<file path="src/rtl/pseudo_lru_sets.sv">
// pseudo_lru_sets: SETS independent tree-PLRU trees with per-way valid bits; invalid ways are victimised first.
// Optional PLRU_LOCK_EN: global lock_mask_i excludes ways from selection, repl_none_o flags "all locked".
module pseudo_lru_sets #(
  parameter int SETS = 16,
  parameter int WAYS = 8,
  localparam int SET_W = (SETS > 1) ? $clog2(SETS) : 1,
  localparam int WAY_W = $clog2(WAYS)
) (
  input  logic             clk_i,
  input  logic             rstn_i,
  input  logic             flush_i,
  input  logic             access_hit_i,
  input  logic [SET_W-1:0] access_set_i,
  input  logic [WAY_W-1:0] access_way_i,
  input  logic             fill_i,
  input  logic [SET_W-1:0] fill_set_i,
  input  logic [WAY_W-1:0] fill_way_i,
  input  logic             inv_i,
  input  logic [SET_W-1:0] inv_set_i,
  input  logic [WAY_W-1:0] inv_way_i,
  input  logic             repl_req_i,
  input  logic [SET_W-1:0] repl_set_i,
  output logic             repl_vld_o,
  output logic [WAY_W-1:0] repl_way_o
`ifdef PLRU_LOCK_EN
  ,
  input  logic [WAYS-1:0]  lock_mask_i,
  output logic             repl_none_o
`endif
);

  localparam int NODES = WAYS - 1;

  logic [NODES-1:0] tree_q  [SETS];
  logic [WAYS-1:0]  valid_q [SETS];

  // With a single set the index carries no information; pin it to 0.
  logic [SET_W-1:0] hit_set, fill_set, inv_set, repl_set;
  assign hit_set  = (SETS > 1) ? access_set_i : '0;
  assign fill_set = (SETS > 1) ? fill_set_i   : '0;
  assign inv_set  = (SETS > 1) ? inv_set_i    : '0;
  assign repl_set = (SETS > 1) ? repl_set_i   : '0;

  // Point every node on the way's root-to-leaf path away from that way.
  function automatic logic [NODES-1:0] touch(input logic [NODES-1:0] t,
                                             input logic [WAY_W-1:0] w);
    logic [NODES-1:0] r;
    int node;
    r    = t;
    node = 0;
    for (int l = 0; l < WAY_W; l++) begin
      r[node] = ~w[WAY_W-1-l];
      node    = 2 * node + 1 + int'(w[WAY_W-1-l]);
    end
    return r;
  endfunction

  logic hit_blocked;
  assign hit_blocked = fill_i && (fill_set == hit_set);

  // NOTE: sequential state is written only with non-blocking assignments so every
  // read in this block sees the pre-edge value, regardless of statement order.
  // NOTE: the tree/valid arrays are ordinary flops (not a RAM macro), so they take
  // the asynchronous reset like any other register.
  always_ff @(posedge clk_i or negedge rstn_i) begin
    if (!rstn_i) begin
      for (int s = 0; s < SETS; s++) begin
        tree_q[s]  <= '0;
        valid_q[s] <= '0;
      end
    end else if (flush_i) begin
      for (int s = 0; s < SETS; s++) begin
        tree_q[s]  <= '0;
        valid_q[s] <= '0;
      end
    end else begin
      if (access_hit_i && !hit_blocked)
        tree_q[hit_set] <= touch(tree_q[hit_set], access_way_i);
      if (fill_i)
        tree_q[fill_set] <= touch(tree_q[fill_set], fill_way_i);
      if (inv_i)
        valid_q[inv_set][inv_way_i] <= 1'b0;
      // Last assignment wins, so a same-way fill overrides the invalidate.
      if (fill_i)
        valid_q[fill_set][fill_way_i] <= 1'b1;
    end
  end

  logic [NODES-1:0] sel_tree;
  logic [WAYS-1:0]  sel_valid;
  logic [WAYS-1:0]  usable;
  logic [WAY_W-1:0] victim_way;

  assign sel_tree  = tree_q[repl_set];
  assign sel_valid = valid_q[repl_set];
`ifdef PLRU_LOCK_EN
  assign usable = ~lock_mask_i;
`else
  assign usable = '1;
`endif

  // NOTE: every variable driven here receives a default before any conditional
  // assignment, so no path can leave it holding state (no latch).
  always_comb begin
    int  node;
    int  base;
    int  size;
    logic found;
    logic go_up;
    logic lo_free;
    logic hi_free;
    victim_way = '0;
    found      = 1'b0;
    node       = 0;
    base       = 0;
    size       = WAYS;
    go_up      = 1'b0;
    lo_free    = 1'b0;
    hi_free    = 1'b0;
    for (int w = 0; w < WAYS; w++) begin
      if (!found && !sel_valid[w] && usable[w]) begin
        found      = 1'b1;
        victim_way = WAY_W'(w);
      end
    end
    if (!found) begin
      for (int l = 0; l < WAY_W; l++) begin
        size    = size / 2;
        lo_free = 1'b0;
        hi_free = 1'b0;
        for (int w = 0; w < WAYS; w++) begin
          if (w >= base && w < base + size)
            lo_free = lo_free | usable[w];
          if (w >= base + size && w < base + 2 * size)
            hi_free = hi_free | usable[w];
        end
        // Follow the pointer unless the pointed subtree is entirely locked.
        go_up = sel_tree[node];
        if (go_up && !hi_free)
          go_up = 1'b0;
        else if (!go_up && !lo_free)
          go_up = 1'b1;
        if (go_up)
          base = base + size;
        node = 2 * node + 1 + int'(go_up);
      end
      victim_way = WAY_W'(base);
    end
`ifdef PLRU_LOCK_EN
    if (!(|usable))
      victim_way = '0;
`endif
  end

  always_ff @(posedge clk_i or negedge rstn_i) begin
    if (!rstn_i) begin
      repl_vld_o <= 1'b0;
      repl_way_o <= '0;
    end else begin
      repl_vld_o <= repl_req_i;
      if (repl_req_i)
        repl_way_o <= victim_way;
    end
  end

`ifdef PLRU_LOCK_EN
  always_ff @(posedge clk_i or negedge rstn_i) begin
    if (!rstn_i)
      repl_none_o <= 1'b0;
    else if (repl_req_i)
      repl_none_o <= ~(|usable);
  end
`endif

endmodule

</file>
<file path="config.mk">
export PLATFORM = sky130hd
export DESIGN_NAME = pseudo_lru_sets
export DESIGN_NICKNAME = d
export VERILOG_FILES = /design/src/rtl/pseudo_lru_sets.sv
export SDC_FILE = /design/constraint.sdc
export NUM_CORES = 1
export LEC_CHECK = 0
export CAP_MARGIN = 20
export CELL_PAD_IN_SITES_DETAIL_PLACEMENT = 0
export CELL_PAD_IN_SITES_GLOBAL_PLACEMENT = 1
export CORE_AREA = 2 2 180 182
export DETAILED_ROUTE_END_ITERATION = 10
export DIE_AREA = 0 0 182 184
export PLACE_DENSITY = 0.9
export SETUP_SLACK_MARGIN = 0.3
export SLEW_MARGIN = 20
export SYNTH_ARGS = -nofsm -noshare
export SYNTH_HDL_FRONTEND = slang
export SYNTH_SLANG_ARGS = --single-unit
</file>
<file path="constraint.sdc">
create_clock -name clk_i -period 2.7 [get_ports clk_i]
set_input_delay 0.405 -clock clk_i [delete_from_list [all_inputs] [get_ports clk_i]]
set_output_delay 0.405 -clock clk_i [all_outputs]
set_load 0.1 [all_outputs]
</file>
==> summary.txt, run 1 <==
Delay-heaviest family, CP -> multiplexers
Top FF cell, synth -> dfrtp_1
HPWL after DPL -> 35,000 um
Clk pwr share -> 43.9%
Slowest stage delay, CP -> 0.52 ns
Slowest stage cell on the critical path -> mux4_2
WP data required -> 3.14 ns
GR Overflow Total -> 0
Worst-path maximum fanout -> 7
Worst-path cell chain -> mux4_2 > mux4_2 > o21ai_4 > nand2_4 > mux2i_1 > nor2_1 > mux2_4
Worst setup EP type -> flip-flop
RSZ-0062 raised after global routing -> true
Num rows -> 65
Clk_lat worst skew -> 0.56 ns
Final min period -> 2.47 ns
Core footprint -> 31,400 um2
Post-synthesis sequential area ratio -> 39.2%
Clock Skews -> 0.0150 ns
DR pass1 iterations -> 5
CP dominant cell by count -> mux4_2
Final Setup Violations -> 0
Logic pwr share -> 13.5%
Final nets -> 1,723
First-pass GRT wire length -> 80,000 um
Hold Vio Cnt, Final -> 0
Layout area overhead -> 22.3%
Final Routed Wirelength -> 52,100 um
DR WL/cell -> 24.9 um
I/O pins -> 36
Number of vias per cell -> 6.78
Initial antenna violation count -> 0
Hold slack final -> 0.276 ns
Die Y -> 184 um
Synth cell types -> 53
Leak -> 0.00770 uW
CTS Buf Count -> 28
Worst slew margin -> 24.6%
Startpoint types -> flip-flop
Highest Clock Rate -> 405 MHz
CTS Sinks -> 244
Routability cong. -> 0.929
Non-filler cells in the finished layout -> 2,093
Number of synthesis warnings -> 0
Final worst slack -> 0.233 ns
Worst slew pin tran -> 1.13 ns
Hold Path Class -> in2async
P_int -> 6410 uW
Syn Inst Count -> 1,560
CTS max path bufs -> 3
Die area -> 33,500 um2
Root buf cell -> clkbuf_16
Vias in the first global route -> 13,706
Commonest cells after routing, fill and taps aside -> dfrtp_1, nor2_1, nand2_1, o21ai_0, buf_4
PwrDens -> 460 nW/um2
Type of the worst setup path -> reg2reg
Worst-path clk slew -> 0.07 ns
Status -> finished clean
Total of max-cap violations -> 0
Seq pwr share -> 42.5%
Final Cycle Share -> 91.4%
Net Sw Frac -> 26.8%
Die X -> 182 um
Placed cells -> 2,026
# port buffers -> 35
Final slew viol count -> 0
Total GRT Usage -> 30.8%
DR vias -> 14,181
Initial drt markers -> 1,948
Max VDD drop -> 0.569 mV
WP data arrival -> 2.90 ns
Largest net degree at the start of global routing -> 108
Post-synthesis instance area -> 15,600 um2
H-tree levels -> 1
WP buf/inv -> 0
Worst Setup Slack post-DPL -> -0.358 ns
Residual DRC -> 0
FFs w/ async S/R, synth -> 100%
Mean post-synth cell area -> 9.99 um2
Net Switching -> 2350 uW
Antenna-violating nets left -> 0
CTS tree -> done
Antenna fix cells -> 0
Syn_nets -> 1,608
Yosys reg bits -> 244
Post-synth EDFFs -> 0
Most common cell after layout, fill and taps aside -> dfrtp_1
Fraction of layout cells with a size suffix above 1 -> 32.1%
Initial Utilization -> 49.7%
-- state kept, by name, summed over array words and instances, names as in the netlist --
register    count
tree_q        112
repl_vld_o      1
repl_way_o      3
valid_q       128
-- area by class of cell --
type	instances	area, um2
flip-flops and latches	244	6110
fillers	2484	12300
multi-input cells	1177	9540
clock buffers	36	761
inverters	14	52.6
repair buffers	210	1960
well taps	402	503
clock inverters	10	151
-- metal layers --
layer,track usage (%),part of all wire (%),vias to the layer above
met5,0,0,-
li1,-,-,5927
met3,5.31,12,136
met4,10.8,3.2,0
met1,44.6,40,7159
met2,47.1,45,959
-- cells in the mapped netlist, types with 4 or more instances --
cell type	number	area share, %
mux2_2	76	5.5
a211oi_1	15	0.72
nand2b_1	7	0.28
and3_1	6	0.24
o21ai_0	156	5.0
nor2_1	201	4.8
mux2i_1	26	1.7
mux4_2	117	17
a22o_1	5	0.28
nand2_1	185	4.5
dfrtp_1	244	39
mux2i_4	4	0.58
nor2b_1	20	0.80
and2_1	6	0.24
buf_4	5	0.24
a311oi_1	18	1.0
ha_1	16	1.3
a21oi_1	197	6.3
clkbuf_1	91	2.2
o21ai_2	4	0.22
mux4_1	8	1.3
inv_1	14	0.34
o31ai_1	4	0.19
xnor2_1	4	0.22
buf_6	12	0.87
a221oi_1	5	0.28
nand4_1	4	0.16
nand3_1	31	1.0
a22oi_1	10	0.48
nor3_1	4	0.13
buf_2	19	0.61
a32oi_1	4	0.22
a21oi_2	6	0.34
-- kinds of logic after synthesis --
kind of cell / share of synthesized area, %
xor+xnor: 0.225
flops: 39.2
fa+ha+maj: 1.28
simple gates: 13.0
mux: 26.1
compound gates: 15.8
buf+inv: 4.42
-- worst paths after layout --
path                              start      endpoint  slack (ns)  cells past startpoint
max in group asynchronous        rstn_i   valid_q[68]        1.54                      3
min in group clk_i              flush_i    tree_q[53]        0.31                      2
min reg2reg                valid_q[121]  valid_q[121]        0.53                      2
max                          tree_q[93]    tree_q[51]        0.23                      7
min                              rstn_i    tree_q[27]        0.28                      2
max reg2reg                  tree_q[93]    tree_q[51]        0.23                      7
-- power groups by stage --
stage	Combinational (uW)	Clock [uW]	Sequential, uW
floorplan	613	0	3790
global placement	1070	0	3790
detailed placement	1080	0	3790
CTS	1110	3880	3720
global route	1250	4040	3730
finish	1190	3850	3730
-- through the flow --
step                      power (uW)  setup TNS (ns)  util [%]  cell area (um2)
after global routing            9020               0      60.7            19100
final                           8760               0      60.7            19100
after floorplan                 4400         -0.0822         -            16000
after CTS                       8710               0      59.1            18600
after detailed placement        4870          -25.86      55.8            17500
after global placement          4860          -22.03      55.8            17500
-- what timing repair did --
item                                    4_1_cts  5_1_grt
resized for setup                             8       94
hold buffers                                  1        0
cloned                                        1        6
setup buffers                                 9        4
hold endpoints to repair                     23        0
endpoints found under the setup margin       42      101
pin swaps                                     6       16
Power figures use the tool's default switching activity.
==> run 2: changes to the inputs <==
--- a/config.mk
+++ b/config.mk
@@ -12,8 +12,10 @@
 export DETAILED_ROUTE_END_ITERATION = 10
 export DIE_AREA = 0 0 182 184
 export PLACE_DENSITY = 0.9
+export RECOVER_POWER = 100
 export SETUP_SLACK_MARGIN = 0.3
 export SLEW_MARGIN = 20
 export SYNTH_ARGS = -nofsm -noshare
 export SYNTH_HDL_FRONTEND = slang
 export SYNTH_SLANG_ARGS = --single-unit
+export TNS_END_PERCENT = 20
==> summary.txt, run 2 (same netlist as run 1, synthesis figures left out) <==
Status -> finished with violations
Failing checks -> max-capacitance violations, max-slew violations
Most common cell after layout, fill and taps aside -> dfrtp_1
Worst-path maximum fanout -> 8
HPWL after DPL -> 34,300 um
Critical R2R Launch -> tree_q[94]
Commonest cells after routing, fill and taps aside -> dfrtp_1, nor2_1, a21oi_1, nand2_1, o21ai_0
I/O pins -> 36
CTS tree -> done
RSZ-0062 raised after global routing -> true
Worst slew margin -> -27.3%
P_int -> 6200 uW
Total GRT Usage -> 29.7%
Register Area -> 6110 um2
Hold Vio Cnt, Final -> 0
Crit path from -> tree_q[94]
Startpoint types -> flip-flop
Fraction of layout cells with a size suffix above 1 -> 26.5%
DR vias -> 13,780
CTS Buf Count -> 27
WP data required -> 3.13 ns
First-pass GRT wire length -> 77,700 um
Area of the multi-input gates -> 8910 um2
Final Routed Wirelength -> 49,900 um
Final Setup Violations -> 0
Num rows -> 65
Layout area overhead -> 17.3%
Number of vias per cell -> 6.56
Worst slew pin tran -> 1.91 ns
Initial antenna violation count -> 5
Antenna-violating nets left -> 0
Util after Layout -> 58.3%
PwrDens -> 467 nW/um2
Routability cong. -> 0.945
Filler Cell Count -> 2,588
CTS Sinks -> 244
H-tree levels -> 1
Final slew viol count -> 69
Initial drt markers -> 1,967
WP data arrival -> 3.04 ns
Residual DRC -> 0
Worst hold stages -> 2
Largest net degree at the start of global routing -> 129
RR Endpoint -> tree_q[80]
Clk pwr share -> 43.6%
Max VDD drop -> 0.510 mV
Hold slack final -> 0.330 ns
Largest registers -> valid_q (128), tree_q (112), repl_way_o (3)
DR pass1 iterations -> 6
# port buffers -> 35
FF-to-FF path depth -> 7
Max reg flops -> 128
Worst-path clk slew -> 0.06 ns
Total of max-cap violations -> 1
Biggest register -> valid_q
CTS max path bufs -> 3
Root buf cell -> clkbuf_16
Die Y -> 184 um
Worst setup EP type -> flip-flop
DR WL/cell -> 23.8 um
Core footprint -> 31,400 um2
Net Switching -> 2340 uW
Initial Utilization -> 49.7%
Net Sw Frac -> 27.4%
Die area -> 33,500 um2
Seq pwr share -> 43.6%
Clk_lat worst skew -> 0.57 ns
Final Cycle Share -> 96.7%
Clock Skews -> 0.0183 ns
Leak -> 0.00745 uW
Hold Path Class -> in2reg
Vias in the first global route -> 13,372
Setup crit end -> tree_q[80]
R2R setup slack -> 0.09 ns
Final min period -> 2.61 ns
GR Overflow Total -> 0
Die X -> 182 um
Final nets -> 1,724
Highest Clock Rate -> 383 MHz
Logic pwr share -> 12.8%
Type of the worst setup path -> reg2reg
[run 2: cell types whose count changed in the layout (fill, tap and decap cells not counted), moves of 8 or more]
cell and delta:
buf_4 -8, clkbuf_1 +13, a21oi_1 +50, mux2_1 +12, mux2_2 +57, a21oi_2 -49, mux2_4 -69, nand2_1 +8
[run 2: per-stage QoR]
step,instances,power (uW),setup TNS [ns],instance area (um2),setup slack (ns)
6_report,2100,8530,0,18300,0.0879
5_1_grt,2099,8770,0,18300,0.0763
4_1_cts,2086,8500,0,18300,0.266
3_5_place_dp,2028,4840,-31.88,17300,-0.460
3_3_place_gp,2028,4820,-26.32,17300,-0.403
2_1_floorplan,1560,4380,-0.0822,15700,-0.0822
[run 2: power groups by stage]
stage / clock network (uW) / registers, uW / logic (uW)
floorplan: 0 / 3790 / 592
global placement: 0 / 3790 / 1030
detailed placement: 0 / 3790 / 1050
CTS: 3710 / 3720 / 1070
global route: 3890 / 3720 / 1160
finish: 3720 / 3720 / 1090
[run 2: worst max-delay path: stages, from the launching register on]
cell,delay (ns)
dfrtp_1,0.43
mux4_2,0.51
mux4_2,0.46
nand2_1,0.12
o21ai_1,0.30
mux2_1,0.45
a21oi_2,0.15
nor2_1,0.05
[run 2: worst min-delay path by stage]
stage / start / endpoint / slack, ns
after floorplan: rstn_i / repl_vld_o / 0.11
after global placement: rstn_i / tree_q[20] / 0.42
after detailed placement: rstn_i / tree_q[20] / 0.43
after CTS: flush_i / tree_q[33] / 0.33
after global routing: flush_i / tree_q[25] / 0.37
final: flush_i / tree_q[19] / 0.33
[run 2: repair_timing]
action                                  in CTS  in global routing
buffers inserted                             8                  7
hold endpoints to repair                    65                  0
endpoints found under the setup margin      80                 99
hold buffers                                 1                  0
gates cloned                                 0                  5
pin swaps                                    3                  7
resized for setup                            9                 32
[run 2: layout make-up]
| cell class | instances | area share (%) |
|---|---|---|
| multi-input cells | 1175 | 48.7 |
| repair buffers | 214 | 9.99 |
| diodes | 2 | 0.0274 |
| flip-flops and latches | 244 | 33.4 |
| clock buffers | 38 | 4.47 |
| clock inverters | 11 | 0.363 |
| inverters | 14 | 0.287 |
| well taps | 402 | 2.75 |
[run 2: metal layers]
| layer | GRT usage [%] | routed length [um] | up-vias |
|---|---|---|---|
| li1 | - | - | 5959 |
| met1 | 43.2 | 20100 | 6858 |
| met2 | 45.9 | 23000 | 844 |
| met3 | 5.03 | 5400 | 115 |
| met4 | 8.61 | 1330 | 4 |
| met5 | 0 | 32 | - |
==> run 3: changes to the inputs <==
--- a/config.mk
+++ b/config.mk
@@ -8,9 +8,10 @@
 export CAP_MARGIN = 20
 export CELL_PAD_IN_SITES_DETAIL_PLACEMENT = 0
 export CELL_PAD_IN_SITES_GLOBAL_PLACEMENT = 1
-export CORE_AREA = 2 2 180 182
+export CORE_AREA = 2 2 177 179
 export DETAILED_ROUTE_END_ITERATION = 10
-export DIE_AREA = 0 0 182 184
+export DIE_AREA = 0 0 179 181
+export DONT_BUFFER_PORTS = 1
 export PLACE_DENSITY = 0.9
 export RECOVER_POWER = 100
 export SETUP_SLACK_MARGIN = 0.3
==> summary.txt, run 3 (same netlist as run 1, synthesis figures left out) <==
Vias in the first global route -> 13,663
RSZ-0062 raised after global routing -> true
CP dominant cell by count -> mux4_2
CTS Hold Bufs -> 119
Startpoint types -> flip-flop
Root buf cell -> clkbuf_16
Final Cycle Share -> 96.0%
Initial drt markers -> 1,919
Final nets -> 1,684
WP buf/inv -> 0
Antenna fix cells -> 0
DR WL/cell -> 24.4 um
Worst slew margin -> 34.3%
Core footprint -> 30,300 um2
First-pass GRT wire length -> 78,500 um
Filler Cell Count -> 2,434
Hold Vio Cnt, Final -> 244
Biggest register -> valid_q
Final worst slack -> 0.107 ns
CTS Sinks -> 244
Die area -> 32,400 um2
Slowest stage delay, CP -> 0.53 ns
Slowest stage cell on the critical path -> mux4_2
CTS Buf Count -> 28
Initial Utilization -> 51.4%
Max reg flops -> 128
Clock Skews -> 0.00925 ns
Worst setup EP type -> flip-flop
Die X -> 179 um
Final min period -> 2.59 ns
Layout area overhead -> 16.8%
Worst slew pin tran -> 0.982 ns
Die Y -> 181 um
Leak -> 0.00755 uW
I/O pins -> 36
Initial antenna violation count -> 1
Most common cell after layout, fill and taps aside -> dfrtp_1
Status -> finished with violations
PwrDens -> 481 nW/um2
Final Routed Wirelength -> 50,100 um
RR Endpoint -> tree_q[25]
Critical R2R Launch -> tree_q[95]
CTS tree -> done
Delay-heaviest family, CP -> multiplexers
Worst-path maximum fanout -> 8
Worst-path clk slew -> 0.06 ns
Area of the multi-input gates -> 8890 um2
# port buffers -> 0
Failing checks -> negative hold slack
GR Overflow Total -> 0
Final slew viol count -> 0
H-tree levels -> 1
Total of max-cap violations -> 0
Antenna-violating nets left -> 0
Register Area -> 6110 um2
Max VDD drop -> 0.463 mV
WP data arrival -> 3.02 ns
DR pass1 iterations -> 5
Hold slack final -> -0.459 ns
CTS max path bufs -> 3
Number of vias per cell -> 6.73
Residual DRC -> 0
Routability cong. -> 0.904
Highest Clock Rate -> 386 MHz
Type of the worst setup path -> reg2reg
Commonest cells after routing, fill and taps aside -> dfrtp_1, nor2_1, a21oi_1, nand2_1, o21ai_0
Total GRT Usage -> 31.2%
R2R setup slack -> 0.11 ns
Fraction of layout cells with a size suffix above 1 -> 19.7%
Worst-path cell chain -> mux4_2 > mux4_2 > nand2_1 > o21ai_1 > mux2_2 > a21oi_1 > nor2_1
WP data required -> 3.13 ns
FF-to-FF path depth -> 7
Final Setup Violations -> 0
Hold Path Class -> in2async
Worst Setup Slack post-DPL -> 0.0787 ns
Largest registers -> valid_q (128), tree_q (112), repl_way_o (3)
HPWL after DPL -> 30,400 um
Clk_lat worst skew -> 0.56 ns
DR vias -> 13,815
Util after Layout -> 60.0%
Largest net degree at the start of global routing -> 245
Final setup TNS -> 0 ns
Num rows -> 64
==> run 3: changes by cell type in the layout (fill, tap and decap cells not counted), sizes merged, moves of 2 or more <==
cell	previous run	this run
bufinv	0	7
dlygate4sd3	8	118
diode	2	0
buf	167	48
clkbuf	60	42
clkdlybuf4s50	15	0
dlymetal6s2s	2	0
==> run 3: per-layer routing <==
layer / share of wire [%] / global-route usage [%] / routed length [um] / vias to the layer above
li1: - / - / - / 5881
met1: 39 / 44.9 / 19600 / 6919
met2: 46 / 46.3 / 22900 / 905
met3: 12 / 7.60 / 6130 / 108
met4: 3.0 / 10.6 / 1480 / 2
met5: 0.026 / 0 / 13 / -
==> run 3: cell type report <==
class / instances / share of cell area [%]
sequential: 244 / 33.5
timing repair buffer: 172 / 8.78
multi-input combinational: 1176 / 48.8
inverter: 14 / 0.289
tap: 396 / 2.72
clock inverter: 16 / 1.49
clock buffer: 36 / 4.34
==> run 3: how the worst max path moves through the flow <==
| stage | cells after the start | slack [ns] | endpoint | start |
|---|---|---|---|---|
| 2_1_floorplan | 13 | -0.08 | repl_way_o[0] | repl_set_i[0] |
| 3_3_place_gp | 10 | 0.13 | repl_way_o[0] | repl_set_i[0] |
| 3_5_place_dp | 10 | 0.08 | repl_way_o[0] | repl_set_i[0] |
| 4_1_cts | 10 | 0.26 | repl_way_o[0] | tree_q[85] |
| 5_1_grt | 7 | 0.08 | tree_q[82] | tree_q[89] |
| 6_report | 7 | 0.11 | tree_q[25] | tree_q[95] |
==> run 3: power breakdown <==
part           leakage [uW]  switching [uW]  internal, uW
logic               0.00363             367           269
clock network      0.000520            1650          2730
registers           0.00340            41.8          3690
total               0.00755            2060          6690
==> run 3: per-stage QoR <==
| step | instances | area [um2] | total power [uW] | hold WS, ns |
|---|---|---|---|---|
| finish | 2054 | 18200 | 8750 | -0.459 |
| CTS | 2044 | 18200 | 8730 | -0.462 |
| global placement | 1872 | 15900 | 4340 | 0.116 |
| detailed placement | 1872 | 15900 | 4350 | 0.116 |
| floorplan | 1560 | 15700 | 4380 | 0.109 |
| global route | 2054 | 18200 | 8950 | -0.458 |
==> run 3: timing repair <==
action | 4_1_cts | 5_1_grt
gates cloned | 0 | 4
pin swaps | 0 | 4
hold endpoints to repair | 474 | 244
setup buffers | 1 | 6
gates resized for setup | 5 | 18
setup endpoints to repair | 11 | 81
